File: src/rtl/x_mem_pkg.sv
// Shared types and defaults for the 23K640 memory context path (arbiter, crossbar, controllers).
package x_mem_pkg;

    localparam int X_MEM_AW = 16;
    localparam int X_MEM_DW = 8;

    typedef enum logic [1:0] {
        IDLE    = 2'd0,
        REQ     = 2'd1,
        WAIT_RD = 2'd2
    } x_memarb_state_t;

endpackage

File: src/rtl/x_rr_pick.sv
// Combinational pick of the first set request at or after ptr, wrapping at N (not at 2^clog2(N)).
// Zero latency; no flow control of its own.
module x_rr_pick #(
    parameter int N = 4
) (
    input  logic [N-1:0]         req,
    input  logic [$clog2(N)-1:0] ptr,
    output logic [$clog2(N)-1:0] gnt_idx,
    output logic                 any
);

    localparam int IW = $clog2(N);

    function automatic logic [IW-1:0] wrap_add(input logic [IW-1:0] base, input int off);
        int sum;
        sum = int'(base) + off;
        if (sum >= N) sum = sum - N;
        return IW'(sum);
    endfunction

    always_comb begin
        gnt_idx = '0;
        any     = 1'b0;
        for (int off = 0; off < N; off++) begin
            if (!any && req[wrap_add(ptr, off)]) begin
                gnt_idx = wrap_add(ptr, off);
                any     = 1'b1;
            end
        end
    end

endmodule

File: src/rtl/x_memarb.sv
// Round-robin arbiter sharing one memory context port among N requesters (X_MEMARB_FIXED_PRIO_EN: lowest index wins).
// Latency: 1 arbitration cycle before o_mem_valid; grant held until write accept or read data return.
// Backpressure: requesters wait on o_req_accept; i_mem_accept stalls REQ; i_mem_ready closes a read.
module x_memarb
    import x_mem_pkg::*;
#(
    parameter int N  = 4,
    parameter int AW = X_MEM_AW,
    parameter int DW = X_MEM_DW
) (
    input  logic            i_clk,
    input  logic            i_rst,
    input  logic [N-1:0]    i_req_valid,
    output logic [N-1:0]    o_req_accept,
    input  logic [N-1:0]    i_req_rd_n_wr,
    input  logic [N*AW-1:0] i_req_addr,
    input  logic [N*DW-1:0] i_req_wdata,
    output logic [N-1:0]    o_req_ready,
    output logic [DW-1:0]   o_req_rdata,
    output logic            o_mem_valid,
    input  logic            i_mem_accept,
    output logic            o_mem_rd_n_wr,
    output logic [AW-1:0]   o_mem_addr,
    output logic [DW-1:0]   o_mem_wdata,
    input  logic            i_mem_ready,
    input  logic [DW-1:0]   i_mem_rdata
);

    localparam int             IW   = $clog2(N);
    localparam logic [IW-1:0]  LAST = IW'(N - 1);

    x_memarb_state_t state_q, state_d;
    logic [IW-1:0]   grant_q, grant_d;
    logic [IW-1:0]   grant_next;
    logic            xfer_done;
    logic [IW-1:0]   pick_idx;
    logic [IW-1:0]   pick_ptr;
    logic            pick_any;

    logic [AW-1:0] addr_arr  [N];
    logic [DW-1:0] wdata_arr [N];

    for (genvar k = 0; k < N; k++) begin : g_unpack
        assign addr_arr[k]  = i_req_addr[k*AW +: AW];
        assign wdata_arr[k] = i_req_wdata[k*DW +: DW];
    end

    assign grant_next = (grant_q == LAST) ? '0 : grant_q + 1'b1;

`ifdef X_MEMARB_FIXED_PRIO_EN
    assign pick_ptr = '0;
`else
    logic [IW-1:0] rr_ptr_q;

    assign pick_ptr = rr_ptr_q;

    // Pointer only moves once the granted transaction has fully completed.
    always_ff @(posedge i_clk) begin
        if (i_rst) begin
            rr_ptr_q <= '0;
        end else if (xfer_done) begin
            rr_ptr_q <= grant_next;
        end
    end
`endif

    x_rr_pick #(
        .N (N)
    ) u_pick (
        .req     (i_req_valid),
        .ptr     (pick_ptr),
        .gnt_idx (pick_idx),
        .any     (pick_any)
    );

    always_ff @(posedge i_clk) begin
        if (i_rst) begin
            state_q <= IDLE;
            grant_q <= '0;
        end else begin
            state_q <= state_d;
            grant_q <= grant_d;
        end
    end

    always_comb begin
        state_d       = state_q;
        grant_d       = grant_q;
        xfer_done     = 1'b0;
        o_mem_valid   = 1'b0;
        o_mem_rd_n_wr = 1'b0;
        o_mem_addr    = '0;
        o_mem_wdata   = '0;
        o_req_accept  = '0;
        o_req_ready   = '0;
        o_req_rdata   = '0;

        case (state_q)
            IDLE: begin
                if (pick_any) begin
                    grant_d = pick_idx;
                    state_d = REQ;
                end
            end
            REQ: begin
                o_mem_valid   = 1'b1;
                o_mem_rd_n_wr = i_req_rd_n_wr[grant_q];
                o_mem_addr    = addr_arr[grant_q];
                o_mem_wdata   = wdata_arr[grant_q];
                if (i_mem_accept) begin
                    o_req_accept[grant_q] = 1'b1;
                    if (!i_req_rd_n_wr[grant_q]) begin
                        state_d   = IDLE;
                        xfer_done = 1'b1;
                    end else if (i_mem_ready) begin
                        // Memory answered in the accept cycle: close the read right here.
                        o_req_ready[grant_q] = 1'b1;
                        o_req_rdata          = i_mem_rdata;
                        state_d              = IDLE;
                        xfer_done            = 1'b1;
                    end else begin
                        state_d = WAIT_RD;
                    end
                end
            end
            WAIT_RD: begin
                if (i_mem_ready) begin
                    o_req_ready[grant_q] = 1'b1;
                    o_req_rdata          = i_mem_rdata;
                    state_d              = IDLE;
                    xfer_done            = 1'b1;
                end
            end
            default: begin
                state_d = IDLE;
            end
        endcase

        // Handshakes seen during reset would be lost with the state, so keep every output quiet.
        if (i_rst) begin
            o_mem_valid   = 1'b0;
            o_mem_rd_n_wr = 1'b0;
            o_mem_addr    = '0;
            o_mem_wdata   = '0;
            o_req_accept  = '0;
            o_req_ready   = '0;
            o_req_rdata   = '0;
        end
    end

endmodule
File: config.mk
export PLATFORM = sky130hd
export DESIGN_NAME = x_memarb
export DESIGN_NICKNAME = d
export VERILOG_FILES = /design/src/rtl/x_mem_pkg.sv /design/src/rtl/x_rr_pick.sv /design/src/rtl/x_memarb.sv
export SDC_FILE = /design/constraint.sdc
export NUM_CORES = 1
export LEC_CHECK = 0
export ABC_AREA = 1
export CAP_MARGIN = 10
export CORE_UTILIZATION = 34
export CTS_BUF_LIST = sky130_fd_sc_hd__clkbuf_8 sky130_fd_sc_hd__clkbuf_16
export DETAILED_ROUTE_END_ITERATION = 8
export PLACE_DENSITY = 0.87
export REMOVE_ABC_BUFFERS = 1
export SLEW_MARGIN = 5
export SYNTH_ARGS = -nofsm -noshare
export SYNTH_HDL_FRONTEND = slang
export SYNTH_SLANG_ARGS = --single-unit
File: constraint.sdc
create_clock -name i_clk -period 4.4 [get_ports i_clk]
set_input_delay 1.1 -clock i_clk [delete_from_list [all_inputs] [get_ports i_clk]]
set_output_delay 1.1 -clock i_clk [all_outputs]
set_load 0.02 [all_outputs]
==> metrics.cfg <==
[run_status]
outcome = finished, final reports clean

[power_and_ir_drop]
powerDensity_nw_per_um2 = 341
comb_power_share_pct = 84.4
internal_power_mw = 0.532
power_leakage_nw = 1.38
power_switching_mw = 0.604
power.ir.vdd_worst_v = 0.000194
share_of_total_power_in_the_clock_network_pct = 7.3
finalPower_mw = 1.14
p_sw_share_pct = 53.1
seqPwrFrac_pct = 8.3

[clock_network]
worstSkewPairLatency_ns = 0.22
cts_htree_levels = 1
cts.reportedPaths.clkPinSlew_ns = 0.04
cts-hold-fix-buffers = 0
cts_tree = built
post-cts-setup-buffer-count = 0
postCtsResizedCells = 0
cts.sinks = 6
ctsLongestPathBuffers = 2
root_buf_cell = clkbuf_8
cts-buffers-inserted = 3

[logic_synthesis]
syn_avg_cell_area_um2 = 5.12
number_of_synthesis_warnings = 0
main_combinational_cell_family_by_area_after_synthesis = simple AND/OR/NAND/NOR gates
synth_top_area_share_pct = 22.8
post_synth_and_or_nand_nor_area_fraction_pct = 47.2
synth.mux.area_fraction_pct = 0
ys_seq_area_share_pct = 7.08
post_synth_most_frequent_cells = nor2_1, o21ai_0, nand2_1
synth_fa_ha_area_share_pct = 5.90
dominantRegCellSynth = dfxtp_1
post_synth_num_cell_types = 27
synth-xor-area-share_pct = 0
netlist.top_cell.by_area = nor2_1
share_of_flip_flops_with_an_asynchronous_set_or_reset_after_synthesis_pct = 0
synthesis.area_um2 = 1700
top_cells_by_area_synth = nor2_1, o21ai_0, a21oi_1
synth_compound_gate_area_share_pct = 26.8
yosysMostFrequentCell = nor2_1
synth_enable_flop_cells = 0
postSynthRegisterBits = 6
netlist_instances = 331

[run]
cap_viol_max_count = 0

[critical_path]
slowest_cell_on_crit_path = clkdlybuf4s50_1
critical_path.max_stage_delay_ns = 0.62
critical_path.max_fanout = 12
crit_path_end_kind = output port
startpoint_type = input pin
critical_path_buf_inv_count = 2
critical_path.top_delay_family = buffers and inverters
cp_data_arrival_time_ns = 3.13
crit_required_ns = 3.30
worst-setup-path-type = in -> out
critical_path.cell_chain = clkdlybuf4s50_1 -> nand2_1 -> nand3_2 -> nand2_2 -> o31ai_4 -> nand3_2 -> nor2_2 -> clkdlybuf4s50_1

[place]
buffer_ports.inserted = 157
routability_congestion_estimate = 0.820
dp_hpwl_um = 5240
dp_worst_setup_slack_ns = 0.169
dpl_cell_area_um2 = 3290

[hold_path]
hp_class = reg -> reg

[detailed_routing]
drt_iter0_drc = 117
met3_wirelength_from_detailed_routing_um = 443
routed_via_density = 4.80
detailroute.via_count = 2606
drc = 0
met2_wirelength_um = 3510
drt_pass1_iterations = 7
finalWirelength_um = 6700
top_signal_layer_used = met4
drt.antenna.violating_nets = 0
wirelength_met1_um = 2620
avgRoutedWirePerCell_um = 12.3

[sta]
final_count_of_hold_timing_violations = 0
setup-tns-final_ns = 0
slew-limit-headroom_pct = 65.3
fmaxAchievable_mhz = 236
timing.final.ws_setup_ns = 0.168
slew_violations = 0
layout_min_cycle_time_ns = 4.23
finalHoldWorstSlack_ns = 0.541
setup_repair_after_global_routing_missed_its_margin = no
report.final.setup_viol = 0
setup_clock_skew_after_layout_ns = 0.00128
tightest_slew_ns = 0.520
post-route-period-util_pct = 96.2

[global_route]
grt_antenna_before_repair = 0
grt_pass1_wl_um = 10400
globalRouteOverflowTotal = 0
grtUsageTotal_pct = 24.4
grt_pass1_vias = 2435
grt_start_max_net_pins = 51

[floorplan]
die-area_um2 = 5270
die-width_um = 72.6
initial_core_util_pct = 35.7
rows = 25
die_height_um = 72.6
boundaryPins = 158
floorplan.core_area_um2 = 4750

[finish]
num-fill-cells = 421
stdcell_area_um2 = 3330
antenna_cells_inserted = 0
final_layout_size_suffix_gt1_share_pct = 9.03
area_growth_pct = 96.5
fin_nets = 602

## cells in the final DEF, fill, tap and decap left out
cell / count
a21oi_1: 28
nor3_1: 4
o21ai_1: 2
inv_2: 3
clkinv_2: 1
nand2_2: 11
a21boi_0: 2
nand2_1: 35
clkdlybuf4s50_1: 157
buf_4: 5
nor2_1: 103
nand3_2: 4
nand3b_1: 1
nand2_4: 1
nor2_4: 1
inv_8: 1
dfxtp_1: 5
a211oi_1: 1
clkbuf_8: 3
ha_1: 8
o21ai_0: 52
inv_1: 25
dfxtp_2: 1
o31ai_4: 1
nor2_2: 11
nand3_1: 7
nand4_1: 3
## power by group through the flow
stage	Clock (mW)	Combinational [mW]	Sequential, mW
after global routing	0.0842	1.06	0.0973
final	0.0825	0.959	0.0944
after CTS	0.0819	0.964	0.0941
after floorplan	0	0.547	0.133
after detailed placement	0	0.957	0.0948
after global placement	0	0.935	0.0946
## flip-flops by register name, summed over array words and instances (netlist names)
name      cells
grant_q       2
pick_ptr      2
state_q       2
## metrics by stage
stage | utilization, % | instances
4_1_cts | 70.1 | 543
5_1_grt | 70.1 | 543
3_3_place_gp | 69.2 | 540
3_5_place_dp | 69.2 | 540
2_1_floorplan | - | 311
6_report | 70.1 | 543
## layer usage
metal	vias to the layer above	GRT usage (%)
li1	1350	-
met1	1150	25.7
met2	94	48.1
met3	12	5.66
met4	0	6.54
met5	-	0
## final cells by class
class	count	area (um2)	share of cell area (%)
Timing Repair Buffer	162	1610	48.3
Multi-Input combinational cell	275	1350	40.6
Sequential cell	6	121	3.64
Inverter	30	121	3.64
Tap cell	67	83.8	2.52
Clock buffer	3	41.3	1.24
## worst register-to-register path, cell delays in order (launching register included)
cell and delay [ns]:
dfxtp_1 0.30, buf_4 0.31, inv_2 0.31, nand3_2 0.20
nand2_2 0.10, o21ai_1 0.27, a21oi_1 0.08, a211oi_1 0.18
## cells by family (layout without fill, tap and decap cells)
logic type / count (synthesis) / count (layout)
flops: 6 / 6
fa+ha+maj: 8 / 8
compound gates: 86 / 86
simple gates: 181 / 181
buf+inv: 50 / 195
## worst paths after layout
check | end | cells past startpoint | slack (ns) | startpoint
worst max-delay path | o_req_rdata[3] | 8 | 0.17 | i_req_rd_n_wr[0]
worst min register to register | state_q[1] | 2 | 0.54 | state_q[1]
worst max register to register | pick_ptr[0] | 7 | 2.58 | grant_q[1]
worst min-delay path | state_q[1] | 2 | 0.54 | state_q[1]
No activity file was read; power rests on OpenSTA's default activity.
